<file path="config.mk">
export PLATFORM = sky130hd
export DESIGN_NAME = instr_encoder
export DESIGN_NICKNAME = d
export VERILOG_FILES = /design/src/rtl/riscv_pkg.sv /design/src/rtl/sync_fifo.sv /design/src/rtl/instr_encoder.sv
export SDC_FILE = /design/constraint.sdc
export NUM_CORES = 1
export LEC_CHECK = 0
export CORE_MARGIN = 8
export CORE_UTILIZATION = 40
export CTS_BUF_LIST = sky130_fd_sc_hd__clkbuf_2
export CTS_CLUSTER_DIAMETER = 40
export DETAILED_ROUTE_END_ITERATION = 12
export PLACE_DENSITY = 0.68
export SLEW_MARGIN = 0
export SYNTH_ARGS = -nofsm -noshare
export SYNTH_HDL_FRONTEND = slang
export SYNTH_SLANG_ARGS = --single-unit
</file>
<file path="constraint.sdc">
create_clock -name clk -period 2.65 [get_ports clk]
set_input_delay 0.3975 -clock clk [delete_from_list [all_inputs] [get_ports clk]]
set_output_delay 0.3975 -clock clk [all_outputs]
set_load 0.005 [all_outputs]
</file>
<file path="src/rtl/riscv_pkg.sv">
// Shared RV64IM encoding definitions: opcodes, instruction formats and the canonical nop.
// Intended to be shared by the decoder and instr_encoder.
package riscv_pkg;

  localparam logic [6:0] OP_R      = 7'b0110011;
  localparam logic [6:0] OP_R_W    = 7'b0111011;
  localparam logic [6:0] OP_I      = 7'b0010011;
  localparam logic [6:0] OP_I_W    = 7'b0011011;
  localparam logic [6:0] OP_LOAD   = 7'b0000011;
  localparam logic [6:0] OP_JALR   = 7'b1100111;
  localparam logic [6:0] OP_STORE  = 7'b0100011;
  localparam logic [6:0] OP_BRANCH = 7'b1100011;
  localparam logic [6:0] OP_JAL    = 7'b1101111;
  localparam logic [6:0] OP_LUI    = 7'b0110111;
  localparam logic [6:0] OP_AUIPC  = 7'b0010111;
  localparam logic [6:0] OP_SYSTEM = 7'b1110011;

  localparam logic [31:0] NOP_INSTR = 32'h0000_0013;

  typedef enum logic [2:0] {
    FMT_R,
    FMT_I,
    FMT_S,
    FMT_B,
    FMT_J,
    FMT_U,
    FMT_ILLEGAL
  } fmt_e;

  // Load, JALR and SYSTEM share the I-type layout with the ALU immediates.
  function automatic fmt_e opcode_format(input logic [6:0] op);
    fmt_e fmt;
    case (op)
      OP_R, OP_R_W:                                fmt = FMT_R;
      OP_I, OP_I_W, OP_LOAD, OP_JALR, OP_SYSTEM:   fmt = FMT_I;
      OP_STORE:                                    fmt = FMT_S;
      OP_BRANCH:                                   fmt = FMT_B;
      OP_JAL:                                      fmt = FMT_J;
      OP_LUI, OP_AUIPC:                            fmt = FMT_U;
      default:                                     fmt = FMT_ILLEGAL;
    endcase
    return fmt;
  endfunction

endpackage

</file>
<file path="src/rtl/sync_fifo.sv">
// Single-clock FIFO with wrapping pointers and a separate occupancy count.
// Head data reads as zero while empty; push on full and pop on empty are ignored.
module sync_fifo #(
  parameter int WIDTH = 33,
  parameter int DEPTH = 4
) (
  input  logic             clk,
  input  logic             reset_n,
  input  logic             flush,
  input  logic             push,
  input  logic [WIDTH-1:0] push_data,
  input  logic             pop,
  output logic             full,
  output logic             empty,
  output logic [WIDTH-1:0] head_data
);

  localparam int PTR_W = (DEPTH > 1) ? $clog2(DEPTH) : 1;
  localparam int CNT_W = $clog2(DEPTH) + 1;

  logic [WIDTH-1:0] mem [DEPTH];
  logic [PTR_W-1:0] wr_ptr;
  logic [PTR_W-1:0] rd_ptr;
  logic [CNT_W-1:0] count;
  logic             push_ok;
  logic             pop_ok;

  assign full    = (count == CNT_W'(DEPTH));
  assign empty   = (count == '0);
  assign push_ok = push && !full && !flush;
  assign pop_ok  = pop && !empty && !flush;

  always_ff @(posedge clk) begin
    if (!reset_n || flush) begin
      wr_ptr <= '0;
      rd_ptr <= '0;
      count  <= '0;
    end else begin
      if (push_ok) wr_ptr <= wr_ptr + PTR_W'(1);
      if (pop_ok)  rd_ptr <= rd_ptr + PTR_W'(1);
      case ({push_ok, pop_ok})
        2'b10:   count <= count + CNT_W'(1);
        2'b01:   count <= count - CNT_W'(1);
        default: count <= count;
      endcase
    end
  end

  // Storage carries no reset; empty masks stale contents at the head.
  always_ff @(posedge clk) begin
    if (reset_n && push_ok) mem[wr_ptr] <= push_data;
  end

  assign head_data = empty ? '0 : mem[rd_ptr];

endmodule

</file>
<file path="src/rtl/instr_encoder.sv">
// Reassembles decoded RV64IM fields into 32-bit instruction words, buffered in a FIFO.
// Define INSTR_ENCODER_CHECK_EN to compile in immediate/opcode legality checks.
module instr_encoder
  import riscv_pkg::*;
#(
  parameter int INSTR_WIDTH     = 32,
  parameter int DATA_WIDTH      = 64,
  parameter int ALU_OP_WIDTH    = 7,
  parameter int ALU_FUNC3_WIDTH = 3,
  parameter int ALU_FUNC7_WIDTH = 7,
  parameter int REG_ID_WIDTH    = 5,
  parameter int FIFO_DEPTH      = 4
) (
  input  logic                       clk,
  input  logic                       reset_n,
  input  logic                       flush,
  input  logic                       in_valid,
  output logic                       in_ready,
  input  logic [ALU_OP_WIDTH-1:0]    alu_op,
  input  logic [ALU_FUNC3_WIDTH-1:0] func3,
  input  logic [ALU_FUNC7_WIDTH-1:0] func7,
  input  logic [DATA_WIDTH-1:0]      imm,
  input  logic [REG_ID_WIDTH-1:0]    rs1,
  input  logic [REG_ID_WIDTH-1:0]    rs2,
  input  logic [REG_ID_WIDTH-1:0]    rd,
  output logic                       out_valid,
  input  logic                       out_ready,
  output logic [INSTR_WIDTH-1:0]     out_instr,
  output logic                       out_err
);

  // Handshake: a bundle transfers on a rising edge with in_valid && in_ready, and
  // the head leaves on a rising edge with out_valid && out_ready. Neither ready
  // depends on the matching valid; a full FIFO never passes a push through a pop.

  fmt_e                   fmt;
  logic                   is_shift;
  logic [INSTR_WIDTH-1:0] enc_word;
  logic                   enc_err;
  logic                   fifo_full;
  logic                   fifo_empty;
  logic                   push;
  logic                   pop;
  logic [INSTR_WIDTH:0]   head;

`ifdef INSTR_ENCODER_CHECK_EN
  logic imm_bad;
`else
  logic unused_imm;
  assign unused_imm = ^imm[DATA_WIDTH-1:INSTR_WIDTH];
`endif

  always_comb begin
    fmt      = opcode_format(alu_op);
    is_shift = ((alu_op == OP_I) || (alu_op == OP_I_W)) &&
               ((func3 == 3'b001) || (func3 == 3'b101));
    enc_word = {func7, rs2, rs1, func3, rd, alu_op};
    enc_err  = 1'b0;
    case (fmt)
      FMT_I: begin
        if (is_shift) enc_word = {func7, imm[4:0], rs1, func3, rd, alu_op};
        else          enc_word = {imm[11:0], rs1, func3, rd, alu_op};
      end
      FMT_S:   enc_word = {imm[11:5], rs2, rs1, func3, imm[4:0], alu_op};
      FMT_B:   enc_word = {imm[12], imm[10:5], rs2, rs1, func3, imm[4:1], imm[11], alu_op};
      FMT_J:   enc_word = {imm[20], imm[10:1], imm[11], imm[19:12], rd, alu_op};
      FMT_U:   enc_word = {imm[31:12], rd, alu_op};
      default: enc_word = {func7, rs2, rs1, func3, rd, alu_op};
    endcase
`ifdef INSTR_ENCODER_CHECK_EN
    // Immediates must be sign-extensions of what the field can hold.
    imm_bad = 1'b0;
    case (fmt)
      FMT_I: begin
        if (is_shift) imm_bad = |imm[DATA_WIDTH-1:5];
        else          imm_bad = !((&imm[DATA_WIDTH-1:11]) || !(|imm[DATA_WIDTH-1:11]));
      end
      FMT_S:   imm_bad = !((&imm[DATA_WIDTH-1:11]) || !(|imm[DATA_WIDTH-1:11]));
      FMT_B:   imm_bad = !((&imm[DATA_WIDTH-1:12]) || !(|imm[DATA_WIDTH-1:12])) || imm[0];
      FMT_J:   imm_bad = !((&imm[DATA_WIDTH-1:20]) || !(|imm[DATA_WIDTH-1:20])) || imm[0];
      FMT_U:   imm_bad = !((&imm[DATA_WIDTH-1:31]) || !(|imm[DATA_WIDTH-1:31])) || (|imm[11:0]);
      FMT_ILLEGAL: imm_bad = 1'b1;
      default: imm_bad = 1'b0;
    endcase
    if (imm_bad) begin
      enc_word = NOP_INSTR;
      enc_err  = 1'b1;
    end
`endif
  end

  assign in_ready  = !fifo_full;
  assign push      = in_valid && in_ready;
  assign out_valid = !fifo_empty;
  assign pop       = out_valid && out_ready;
  assign out_err   = head[INSTR_WIDTH];
  assign out_instr = head[INSTR_WIDTH-1:0];

  sync_fifo #(
    .WIDTH (INSTR_WIDTH + 1),
    .DEPTH (FIFO_DEPTH)
  ) u_fifo (
    .clk       (clk),
    .reset_n   (reset_n),
    .flush     (flush),
    .push      (push),
    .push_data ({enc_err, enc_word}),
    .pop       (pop),
    .full      (fifo_full),
    .empty     (fifo_empty),
    .head_data (head)
  );

endmodule
</file>
# Yosys cells after proc, flatten, opt, wreduce, memory -nomap -nowiden

Memory sizes are Yosys's and may differ from the RTL's. A register that Yosys moved wholly into a read port is not among the register bits.
Cells that the tools add are included.

Bits in registers: 7
Bits in writable memories: 128
Input bits: 101
Output and inout port bits: 35
Logic and storage cells: 59
Memories: 1

Memory list:

| memory     | depth | bits a word | read ports | clocked after Yosys merged registers in | write ports | line            | text |
|---|---|---|---|---|---|---|---|
| u_fifo.mem | 4     | 32          | 1          | 1                                       | 1           | sync_fifo.sv:21 | `logic [WIDTH-1:0] mem [DEPTH];` |

Add/sub/neg operators: 4
Eq/ne operators: 22
Multiplexer cells: 9
Reductions and logical operators: 20

Operators by type and width:

| cell                                                                | count |
|---|---|
| 32-bit case mux with 5 select lines                                 | 1 |
| 33-bit 2-to-1 mux                                                   | 1 |
| 32-bit 2-to-1 mux                                                   | 1 |
| 7-bit by 6-bit == test with 1-bit output (second input constant)    | 4 |
| 7-bit == test (second input constant)                               | 4 |
| 7-bit by 5-bit == test with 1-bit output (second input constant)    | 3 |
| 3-bit case mux with 6 select lines                                  | 1 |
| 3-bit == test (second input constant)                               | 4 |
| 1-bit logical AND                                                   | 8 |
| 7-bit by 2-bit == test with 1-bit output (second input constant)    | 1 |
| 3-bit by 1-bit == test with 1-bit output (second input constant)    | 2 |
| 3-bit by 2-bit == test with 1-bit output (second input constant)    | 2 |
| 3-bit case mux with 2 select lines                                  | 1 |
| 5-bit OR reduction                                                  | 1 |
| 2-bit by 1-bit adder with 2-bit output (second input constant)      | 2 |
| 1-bit zero test                                                     | 4 |
| 2-bit 2-to-1 mux                                                    | 2 |
| 2-bit OR reduction                                                  | 2 |
| 3-bit by 1-bit adder with 3-bit output (second input constant)      | 1 |
| 3-bit zero test                                                     | 1 |
| 1-bit logical OR                                                    | 3 |
| 3-bit by 1-bit subtractor with 3-bit output (second input constant) | 1 |
| 2-bit by 1-bit == test with 1-bit output (second input constant)    | 1 |
| 2-bit == test (second input constant)                               | 1 |
| other kinds (2)                                                     | 3 |

# Longest topological paths before layout

Gate-level depths: netlist of the first run.

Word-level depth: 8
Depth in mapped cells: 12
Depth with buffers taken out: 10

# By module

A second synthesis of the first run with hierarchy kept.

Cells, all modules: 378
Area total of the unflattened synthesis: 6259.8 sq um

Modules (own cells, without submodules):

| module        | times used | cells an instance | area each (sq um) | sequential area each (sq um) |
|---|---|---|---|---|
| sync_fifo     | 1          | 266               | 5484.0            | 4144.0 |
| instr_encoder | 1          | 112               | 775.7             | 0.0 |

# Worst setup path before layout of the first run

No wires, ideal clock.

Path kind: input to register
Start point: in alu_op[6]
End point: mem u_fifo.mem[0][20] (netlist bit), data pin
Arrival time: 2332 ps
Setup slack: 42 ps
Stages: 10
Cells stage by stage: buf_2 -> nor4_2 -> or2_1 -> inv_2 -> ha_1 -> o21ai_1 -> o21a_1 -> mux2_1 -> a32oi_1 -> o2bb2ai_1

Word-level cells in the longest chain between the ends: 5
Elaborated cells between the ends (all ways): 22
Classes of those cells: eq/ne: 17; mux: 2; reduce/logical: 3

RTL lines:

| what                                                                   | line                | text |
|---|---|---|
| start: declaration                                                     | instr_encoder.sv:19 | `input logic [ALU_OP_WIDTH-1:0] alu_op,` |
| 7-bit by 5-bit == test with 1-bit output, or another cell as far along | riscv_pkg.sv:33     | `case (op)` |
| 5-bit OR reduction or 2-bit OR reduction (tied branches)               | riscv_pkg.sv:33     |  |
| 3-bit case mux with 6 select lines *                                   | riscv_pkg.sv:33     |  |
| 3-bit == test, or another cell as far along                            | instr_encoder.sv:59 | `case (fmt)` |
| 32-bit case mux with 5 select lines *                                  | instr_encoder.sv:59 |  |
| net enc_word[20]                                                       | instr_encoder.sv:38 | `logic [INSTR_WIDTH-1:0] enc_word;` |
| end: declaration                                                       | sync_fifo.sv:21     |  |

Mark *: on every way through the listed nets, which the timed path passes. The rest lies on a longest branch.

==> results of run 1 <==
-- flip-flops by register name (all words and copies together), names as in the netlist, named ones only --
register,count
u_fifo.wr_ptr,2
u_fifo.count,3
u_fifo.mem,128
u_fifo.rd_ptr,2
-- Yosys cell counts, types with 3 or more instances --
cell / count / share of area
a21o_1: 3 / 0.0037
a21oi_1: 5 / 0.0041
a22o_1: 4 / 0.0057
a22oi_1: 6 / 0.0073
a32o_1: 8 / 0.013
a32oi_1: 6 / 0.0085
and2_1: 7 / 0.0071
buf_2: 4 / 0.0033
buf_4: 3 / 0.0037
clkbuf_1: 9 / 0.0055
dfxtp_1: 9 / 0.029
edfxtp_1: 128 / 0.62
ha_1: 6 / 0.012
inv_1: 9 / 0.0055
mux4_2: 32 / 0.12
nand2_1: 15 / 0.0091
nand3_1: 3 / 0.0024
nand4_1: 5 / 0.0051
nor2_1: 11 / 0.0067
nor2b_1: 35 / 0.036
nor3_1: 3 / 0.0024
o21ai_0: 5 / 0.0041
o21ai_1: 5 / 0.0041
o221ai_1: 3 / 0.0043
o2bb2ai_1: 6 / 0.0085
xnor2_1: 3 / 0.0043
xor2_1: 3 / 0.0043
-- placed cells by master, fill, tap and decap left out, types with 3 or more instances in the layout --
cell / instances
a21oi_1: 5
buf_12: 12
nor2b_4: 4
ha_1: 6
dfxtp_1: 8
a22o_1: 4
nand4_1: 5
inv_1: 9
o21ai_1: 5
a32oi_1: 6
nor2_1: 11
o2bb2ai_1: 6
xnor2_1: 3
a22oi_1: 6
o221ai_1: 3
and2_1: 7
nor2b_1: 31
clkinvlp_4: 4
buf_4: 36
edfxtp_1: 128
buf_6: 6
clkinv_2: 3
clkbuf_2: 26
a21o_1: 3
buf_2: 25
o21ai_0: 5
xor2_1: 3
a32o_1: 8
clkdlybuf4s50_1: 70
nand3_1: 3
mux4_2: 32
nand2_1: 15
-- critical path, cell delays in order, from the launching register on --
cell	delay (ns)
dfxtp_4	0.47
buf_12	0.16
buf_12	0.11
mux4_2	0.49
nor2b_4	0.14
buf_2	0.13
-- cell families (layout without fill, tap and decap cells) --
group | Yosys count | count (layout) | synth area share
compound gates | 61 | 61 | 0.0813
other cells | 1 | 1 | 0.000609
mux | 34 | 34 | 0.121
xor+xnor | 6 | 6 | 0.00854
buf+inv | 28 | 200 | 0.0221
simple gates | 100 | 100 | 0.0977
flops | 137 | 137 | 0.654
fa+ha+maj | 7 | 7 | 0.0154
-- layout make-up --
| cell class | instances | area, sq um |
|---|---|---|
| clock inverters | 12 | 126 |
| inverters | 10 | 37.5 |
| fillers | 1266 | 7100 |
| flip-flops and latches | 137 | 4030 |
| well taps | 188 | 235 |
| multi-input cells | 209 | 2040 |
| clock buffers | 20 | 100 |
| repair buffers | 158 | 1490 |
-- power by group through the flow --
stage / Clock, mW / Combinational, mW / Sequential (mW)
floorplan: 0 / 0.152 / 2.45
global placement: 0 / 0.370 / 2.45
detailed placement: 0 / 0.380 / 2.45
CTS: 1.18 / 0.377 / 2.40
global route: 1.27 / 0.406 / 2.40
finish: 1.15 / 0.377 / 2.40
-- how the worst max path moves through the flow --
stage	to	slack [ns]	cells past startpoint
detailed placement	u_fifo.mem[1][22]$_DFFE_PP_	-0.47	10
global route	out_instr[26]	-0.04	5
finish	out_instr[25]	0.12	5
global placement	u_fifo.mem[0][20]$_DFFE_PP_	-0.34	10
floorplan	u_fifo.mem[0][20]$_DFFE_PP_	0.04	10
CTS	out_instr[28]	-0.12	7
-- metal layers --
layer / global-route usage / part of all wire
met1: 0.185 / 0.42
met2: 0.260 / 0.50
met3: 0.0462 / 0.063
met4: 0.0474 / 0.011
met5: 0 / 0
-- per-stage QoR --
| stage | util | instances | hold slack [ns] | TNS [ns] | total power [mW] |
|---|---|---|---|---|---|
| 2_1_floorplan | - | 374 | 0.469 | 0 | 2.60 |
| 3_3_place_gp | 0.510 | 689 | 0.485 | -30.20 | 2.82 |
| 3_5_place_dp | 0.510 | 689 | 0.512 | -39.64 | 2.83 |
| 4_1_cts | 0.536 | 738 | 0.300 | -0.717 | 3.96 |
| 5_1_grt | 0.532 | 734 | 0.309 | -0.241 | 4.08 |
| 6_report | 0.532 | 734 | 0.393 | 0 | 3.93 |
-- timing repair --
item	CTS	global route
setup endpoints to repair	33	32
gates cloned	3	0
resized for setup	122	29
setup buffers	15	1
pin swaps	0	0
==> metrics.md, run 1 <==
| Metric | Value |
|---|---|
| Unrepaired setup endpoints after global routing | `yes` |
| Clock power frac | `0.293` |
| Total global routing overflow | `0` |
| Hold path depth | `3` |
| Hold Buf Count CTS | `0` |
| Pwr dens | `488 nW/um^2` |
| Core area | `15100 sq um` |
| Global placement routability congestion | `0.880` |
| Post-synth cell types | `59` |
| Post-Route WL | `14.7 mm` |
| Initial antenna violation count | `0` |
| Hold path start | `in_valid` |
| Initial Util | `0.407` |
| EDFF count, synth | `128` |
| CTS root buf | `clkbuf_2` |
| Antenna Nets Post-Route | `0` |
| Drt first pass iters | `4` |
| Fin. Hold Viols | `0` |
| Synth Net Count | `482` |
| Post-synthesis cell area | `6160 sq um` |
| DRC Markers | `0` |
| Hold Path Sink | `u_fifo.wr_ptr[1]$_SDFFE_PP0P_` |
| Max cap viols | `0` |
| Switching Share | `0.227` |
| Hold crit path type | `in2reg` |
| Vias per cell | `5.38` |
| Number of port buffers | `102` |
| Setup WS post-layout | `0.121 ns` |
| Ys Warns | `0` |
| Routed WL per cell | `20.0 microns` |
| Sequential fraction of the synthesis area | `0.654` |
| Maximum vdd drop | `0.000275 V` |
| Largest net degree at the start of global routing | `34` |
| Seq pwr share | `0.611` |
| Die height | `140 microns` |
| Pre-CTS WS | `-0.468 ns` |
| Post-synth ARST share | `0` |
| Antenna cells | `0` |
| Global Route Usage Sum | `0.154` |
| Clock buffer count from CTS | `17` |
| # IOs | `136` |
| Critical path required time | `2.25 ns` |
| Worst path arrival time | `2.13 ns` |
| Final-stage net count | `641` |
| Crit-path max FO | `7` |
| Global-route wire length before repair | `22.9 mm` |
| Status | `completed` |
| #FFs+latches synth | `137` |
| Worst setup EP type | `primary output` |
| Layout cells sized above 1 | `0.317` |
| Reg2reg path depth | `10` |
| H-tree levels | `4` |
| Die ar. | `19600 sq um` |
| Final Cycle Share | `0.954` |
| Total number of vias | `3950` |
| Clk pin slew, worst setup/hold paths | `0.19 ns` |
| Worst r2r dst | `u_fifo.count[2]$_SDFFE_PP0P_` |
| Pins Over Slew Limit | `0` |
| TritonCTS clock tree | `done` |
| Top_reg_cell synth | `edfxtp_1` |
| Final Skew | `0.0217 ns` |
| # setup viols final | `0` |
| Fmax | `395 MHz` |
| Clock Path Buffers | `2` |
| Fin crit period | `2.53 ns` |
| Cell Area, Placed | `7730 sq um` |
| Pint | `3.04 mW` |
| Area growth from synthesis to layout | `30.7%` |
| Clock sink total | `137` |
| DRT iter0 DRCs | `276` |
| Sw power | `0.893 mW` |
| Pleak | `2.73 nW` |
| CP startpoint kind | `flop` |
| Die X | `140 microns` |
| Post-DP HPWL | `9.75 mm` |
| Design area | `8050 sq um` |
| Part of the power in combinational logic | `0.096` |
| R2R setup slack | `0.40 ns` |
| # rows | `45` |
| Syn Area/Cell | `16.5 sq um` |
| Number of global-route vias before repair | `4289` |
| Crit path kind | `reg2out` |
| Reg2Reg Launch Point | `u_fifo.count[0]$_SDFFE_PP0P_` |
| Synthesized instance count | `374` |
| Clock Latency Late Sink | `0.63 ns` |
No activity file was read; power rests on OpenSTA's default activity.
==> inputs of run 2 (changes only) <==
- CTS_BUF_LIST: sky130_fd_sc_hd__clkbuf_2 -> sky130_fd_sc_hd__clkbuf_4 sky130_fd_sc_hd__clkbuf_8
==> metrics.md, run 2 (synthesized netlist as in run 1, its figures left out) <==
| Metric | Value |
|---|---|
| Max cap viols | `0 (unchanged)` |
| Util after Layout | `0.550 (+0.0186)` |
| Global-route wire length before repair | `22.4 mm (-2.4%)` |
| Max reg flops | `128 (unchanged)` |
| # rows | `45 (unchanged)` |
| Largest register by flop count | `u_fifo.mem` |
| Worst path arrival time | `2.77 ns (+0.64 ns)` |
| Most common cell after layout, fill and taps aside | `edfxtp_1` |
| Vias per cell | `5.46 (+1.4%)` |
| Post-Route WL | `15.2 mm (+3.3%)` |
| Pins Over Slew Limit | `0 (unchanged)` |
| Pwr dens | `530 nW/um^2 (+8.5%)` |
| Cell Area, Placed | `7730 sq um (unchanged)` |
| # setup viols final | `0 (unchanged)` |
| Hold path start | `alu_op[0]` |
| Post-DP HPWL | `9.75 mm (unchanged)` |
| TritonCTS clock tree | `done` |
| H-tree levels | `4 (unchanged)` |
| Reg2reg path depth | `10 (unchanged)` |
| Antenna cells | `0 (unchanged)` |
| Total number of vias | `4004 (+1.4%)` |
| Worst r2r dst | `u_fifo.count[2]$_SDFFE_PP0P_` |
| Die X | `140 microns (unchanged)` |
| Pre-CTS WS | `-0.468 ns (unchanged)` |
| Clock buffer count from CTS | `17 (unchanged)` |
| # IOs | `136 (unchanged)` |
| Die ar. | `19600 sq um (unchanged)` |
| Status | `completed` |
| Final Cycle Share | `0.985 (+0.0306)` |
| PnR Total Power | `4.41 mW (+12%)` |
| Design area | `8330 sq um (+3.5%)` |
| Critical path required time | `2.80 ns (+0.55 ns)` |
| Worst setup EP type | `flop` |
| Largest net degree at the start of global routing | `34 (unchanged)` |
| Reg2Reg Launch Point | `u_fifo.count[1]$_SDFFE_PP0P_` |
| Fillers | `1228 (-3.0%)` |
| Final-stage net count | `641 (unchanged)` |
| Initial Util | `0.407 (unchanged)` |
| Drt first pass iters | `4 (unchanged)` |
| Antenna Nets Post-Route | `0 (unchanged)` |
| Number of global-route vias before repair | `4223 (-1.5%)` |
| Fin. Hold Viols | `0 (unchanged)` |
| Hold path depth | `2 (-1)` |
| Fin crit period | `2.61 ns (+0.0812 ns)` |
| Global placement routability congestion | `0.880 (unchanged)` |
| Setup WS post-layout | `0.0399 ns (-0.0812 ns)` |
| R2R setup slack | `0.46 ns (+0.06 ns)` |
| Crit path kind | `in2reg` |
| Number of port buffers | `102 (unchanged)` |
| Maximum vdd drop | `0.000300 V (+9.3%)` |
| CP startpoint kind | `input pin` |
| Core area | `15100 sq um (unchanged)` |
| Total global routing overflow | `0 (unchanged)` |
| Hold crit path type | `in2reg` |
| Global Route Usage Sum | `0.149 (-0.00418)` |
| Die height | `140 microns (unchanged)` |
| Final Skew | `0.00621 ns (-0.0155 ns)` |
| Top Registers | `u_fifo.mem: 128 flops, u_fifo.count: 3 flops` |
| DRC Markers | `0 (unchanged)` |
| DRT iter0 DRCs | `283 (+2.5%)` |
| Fin Setup TNS | `0 ns (unchanged)` |
| Layout cells sized above 1 | `0.271 (-0.0458)` |
| Routed WL per cell | `20.7 microns (+3.3%)` |
| Crit-path max FO | `11 (+4)` |
| Clk pin slew, worst setup/hold paths | `0.07 ns (-0.12 ns)` |
| Fmax | `383 MHz (-3.1%)` |
| Initial antenna violation count | `0 (unchanged)` |
| Pleak | `2.81 nW (+3.1%)` |
| Clock Path Buffers | `2 (unchanged)` |
| Clock sink total | `137 (unchanged)` |
| Most frequent cells in the layout | `edfxtp_1 (128), clkdlybuf4s50_1 (82), buf_4 (44), nor2b_1 (35), mux4_2 (32)` |
| Hold Path Sink | `u_fifo.mem[0][0]$_DFFE_PP_` |
| Clock Latency Late Sink | `0.42 ns (-0.21 ns)` |
| Area growth from synthesis to layout | `35.3%` |
| CTS root buf | `clkbuf_8` |
## run 2: cell count changes in the layout (fill, tap and decap cells not counted), moves of 5 or more
cell	before	now
o2bb2ai_2	0	5
buf_6	6	1
dlymetal6s2s_1	0	5
clkbuf_2	26	0
clkbuf_8	0	17
clkdlybuf4s50_1	70	82
buf_2	25	0
o2bb2ai_1	6	1
buf_4	36	44
dlygate4sd2_1	0	15
## run 2: worst max-delay path by stage
stage                    from                     endpoint  slack, ns  cells after the start
global placement    alu_op[3]  u_fifo.mem[0][20]$_DFFE_PP_      -0.34                     10
global route        alu_op[2]  u_fifo.mem[3][25]$_DFFE_PP_      -0.07                     14
detailed placement  alu_op[3]  u_fifo.mem[1][22]$_DFFE_PP_      -0.47                     10
finish              alu_op[2]  u_fifo.mem[1][22]$_DFFE_PP_       0.04                     13
CTS                      flop                out_instr[22]      0.003                      4
floorplan           alu_op[6]  u_fifo.mem[0][20]$_DFFE_PP_       0.04                     10
## run 2: worst max-delay path: stages
cell	delay, ns
clkdlybuf4s50_1	0.47
buf_6	0.14
nand2_1	0.10
nor4_4	0.19
or2_1	0.18
inv_2	0.05
ha_1	0.22
o21ai_1	0.12
buf_4	0.14
o21ai_2	0.09
a31o_2	0.31
a22oi_1	0.23
o2bb2ai_2	0.13
## run 2: cell type report
type	instances	area (sq um)	share of cell area
clock buffers	20	256	0.0308
clock inverters	12	126	0.0152
inverters	10	37.5	0.00451
multi-input cells	210	2080	0.250
flip-flops and latches	137	4030	0.483
well taps	188	235	0.0282
repair buffers	157	1570	0.188
## run 2: per-stage QoR
| stage | std cells | hold WS [ns] |
|---|---|---|
| 5_1_grt | 734 | 0.434 |
| 3_3_place_gp | 689 | 0.485 |
| 2_1_floorplan | 374 | 0.469 |
| 6_report | 734 | 0.437 |
| 3_5_place_dp | 689 | 0.512 |
| 4_1_cts | 721 | 0.516 |
## run 2: power breakdown
group          leakage (nW)  switching, mW  internal, mW
clock                 0.187          0.758         0.861
sequential             1.23        0.00660          2.39
combinational          1.40          0.178         0.215
total                  2.81          0.942          3.47
## run 2: timing repair
action,in CTS,in global routing
hold buffers,0,0
endpoints found under the setup margin,26,118
buffers inserted,0,10
gates resized for setup,16,19
cloned,0,3
pin swaps,0,3
## run 2: routing by layer
metal,wire length [microns],vias to the layer above,share of wire,GRT usage
li1,-,1816,-,-
met1,6440,2039,0.42,0.177
met2,7730,138,0.51,0.255
met3,895,11,0.059,0.0455
met4,123,0,0.0081,0.0497
met5,0,-,0,0
==> inputs of run 3 (changes only) <==
- GPL_TIMING_DRIVEN: unset -> 0
==> metrics.md, run 3 (synthesized netlist as in run 1, its figures left out) <==
| Metric | Value |
|---|---|
| Status | `completed` |
| Clock power frac | `0.416 (+0.049)` |
| Crit path kind | `in2reg` |
| Pins Over Slew Limit | `0 (unchanged)` |
| Die ar. | `19600 sq um (unchanged)` |
| Maximum vdd drop | `0.000259 V (-14%)` |
| CP startpoint kind | `input pin` |
| Fillers | `1218 (-0.81%)` |
| Worst setup EP type | `flop` |
| Fin crit period | `2.59 ns (-0.0236 ns)` |
| Seq pwr share | `0.505 (-0.039)` |
| Fmax | `387 MHz (+0.91%)` |
| Critical path required time | `2.83 ns (+0.03 ns)` |
| Largest net degree at the start of global routing | `22 (-35%)` |
| Clock sink total | `137 (unchanged)` |
| Max reg flops | `128 (unchanged)` |
| Part of the power in combinational logic | `0.079 (-0.010)` |
| Clock buffer count from CTS | `17 (unchanged)` |
| Total global routing overflow | `0 (unchanged)` |
| Pre-CTS WS | `-0.975 ns (-0.507 ns)` |
| Global-route wire length before repair | `23.1 mm (+3.0%)` |
| Largest register by flop count | `u_fifo.mem` |
| Worst path arrival time | `2.76 ns (about the same)` |
| Layout cells sized above 1 | `0.254 (-0.0167)` |
| Drt first pass iters | `4 (unchanged)` |
| Global Route Usage Sum | `0.155 (+0.00594)` |
| Total number of vias | `3892 (-2.8%)` |
| Unrepaired setup endpoints after global routing | `yes` |
| Non-filler cells, final | `707 (-3.7%)` |
| Top Registers | `u_fifo.mem: 128 flops, u_fifo.count: 3 flops` |
| Final Cycle Share | `0.976 (-0.00889)` |
| Pwr dens | `581 nW/um^2 (+9.7%)` |
| Initial antenna violation count | `0 (unchanged)` |
| CTS root buf | `clkbuf_8` |
| Clk pin slew, worst setup/hold paths | `0.07 ns (about the same)` |
| Global placement routability congestion | `0.882 (+0.25%)` |
| Sw power | `0.941 mW (-0.16%)` |
| # rows | `45 (unchanged)` |
| Fin. Hold Viols | `0 (unchanged)` |
| Reg2reg path depth | `8 (-2)` |
| Reg2Reg Launch Point | `u_fifo.count[0]$_SDFFE_PP0P_` |
| Max_slew headroom | `0.637` |
| Post-Route WL | `14.8 mm (-2.5%)` |
| Number of global-route vias before repair | `4260 (+0.88%)` |
| Final Skew | `0.00472 ns (-0.00149 ns)` |
| TritonCTS clock tree | `done` |
| Most frequent cells in the layout | `edfxtp_1 (128), clkdlybuf4s50_1 (95), nor2b_1 (35), mux4_2 (32), clkbuf_8 (17)` |
| Die X | `140 microns (unchanged)` |
| Final-stage net count | `614 (-4.2%)` |
| # setup viols final | `0 (unchanged)` |
| Placed insts | `668 (-3.0%)` |
| Max cap viols | `0 (unchanged)` |
| Most common cell after layout, fill and taps aside | `edfxtp_1` |
| Crit-path max FO | `9 (-2)` |
| Routed WL per cell | `20.9 microns (+1.2%)` |
| PnR Total Power | `4.75 mW (+7.7%)` |
| Pleak | `2.62 nW (-7.0%)` |
| Antenna Nets Post-Route | `0 (unchanged)` |
| H-tree levels | `4 (unchanged)` |
| Setup WS post-layout | `0.0635 ns (+0.0236 ns)` |
| Post-DP HPWL | `10.5 mm (+7.6%)` |
| Die height | `140 microns (unchanged)` |
| Clock Path Buffers | `2 (unchanged)` |
| Initial Util | `0.407 (unchanged)` |
| Hold crit path type | `in2reg` |
| R2R setup slack | `0.26 ns (-0.20 ns)` |
| Worst setup path endpoint | `u_fifo.mem[0][20]$_DFFE_PP_` |
| Min Hold Slack | `0.339 ns (-0.0983 ns)` |
| Antenna cells | `0 (unchanged)` |
| DRC Markers | `0 (unchanged)` |
| Core area | `15100 sq um (unchanged)` |
| # IOs | `136 (unchanged)` |
| Worst r2r dst | `u_fifo.count[2]$_SDFFE_PP0P_` |
| Area growth from synthesis to layout | `32.8%` |
| Worst Setup SP | `alu_op[2]` |
| Number of port buffers | `102 (unchanged)` |
| Switching Share | `0.198 (-0.0155)` |
| Vias per cell | `5.50 (+0.91%)` |
| DRT iter0 DRCs | `276 (-2.5%)` |
| Pint | `3.81 mW (+9.8%)` |
| Worst-Margin Slew | `0.543 ns` |
| Clock Latency Late Sink | `0.43 ns (about the same)` |
-- run 3: final cells by class --
cell class              instances  area, sq um  area share
plain buffers                  17          148      0.0181
clock buffers                  18          241      0.0295
clock inverters                14          228      0.0278
inverters                      10         41.3     0.00505
multi-input cells             209         2090       0.255
flip-flops and latches        137         4030       0.492
well taps                     188          235      0.0288
repair buffers                114         1170       0.143
-- run 3: routing by layer --
metal	up-vias	GRT usage	routed length (microns)
met5	-	0	0
met4	0	0.0726	320
met3	21	0.0479	1320
met2	149	0.255	7190
met1	1955	0.184	5980
li1	1767	-	-
-- run 3: stage by stage --
step                utilization  setup TNS, ns  area (sq um)
floorplan                     -              0          6160
global placement          0.489        -156.49          7410
detailed placement        0.496         -87.36          7510
CTS                       0.532              0          8060
global route              0.540         -0.255          8180
finish                    0.540              0          8180
-- run 3: worst min-delay path by stage --
stage	start	to	slack, ns	cells after the start
2_1_floorplan	u_fifo.wr_ptr[1]$_SDFFE_PP0P_	u_fifo.wr_ptr[1]$_SDFFE_PP0P_	0.47	2
3_3_place_gp	u_fifo.wr_ptr[1]$_SDFFE_PP0P_	u_fifo.wr_ptr[1]$_SDFFE_PP0P_	0.48	2
3_5_place_dp	u_fifo.wr_ptr[1]$_SDFFE_PP0P_	u_fifo.wr_ptr[1]$_SDFFE_PP0P_	0.51	2
4_1_cts	alu_op[1]	u_fifo.mem[2][1]$_DFFE_PP_	0.34	1
5_1_grt	alu_op[5]	u_fifo.mem[2][5]$_DFFE_PP_	0.35	1
6_report	alu_op[5]	u_fifo.mem[2][5]$_DFFE_PP_	0.34	1
-- run 3: what timing repair did --
item                       in CTS  in global routing
setup endpoints to repair     131                115
resized for setup              39                 21
hold endpoints to repair        0                  0
hold buffers                    0                  0
buffers inserted                0                  7
gates cloned                    0                  1
pin swaps                       0                  2
-- run 3: power by group through the flow --
stage,clock network [mW],registers (mW),logic [mW]
floorplan,0,2.45,0.152
global placement,0,2.45,0.346
detailed placement,0,2.45,0.362
CTS,2.01,2.40,0.366
global route,2.10,2.40,0.405
finish,1.98,2.40,0.375
-- run 3: critical path: stages --
cell and delay (ns):
dlygate4sd2_1 0.29, buf_6 0.16, and4bb_1 0.28, and2_1 0.15, buf_6 0.13, clkinvlp_4 0.12
ha_4 0.20, o21ai_2 0.07, o21a_1 0.24, mux2_2 0.37, a32oi_2 0.24, o2bb2ai_2 0.11
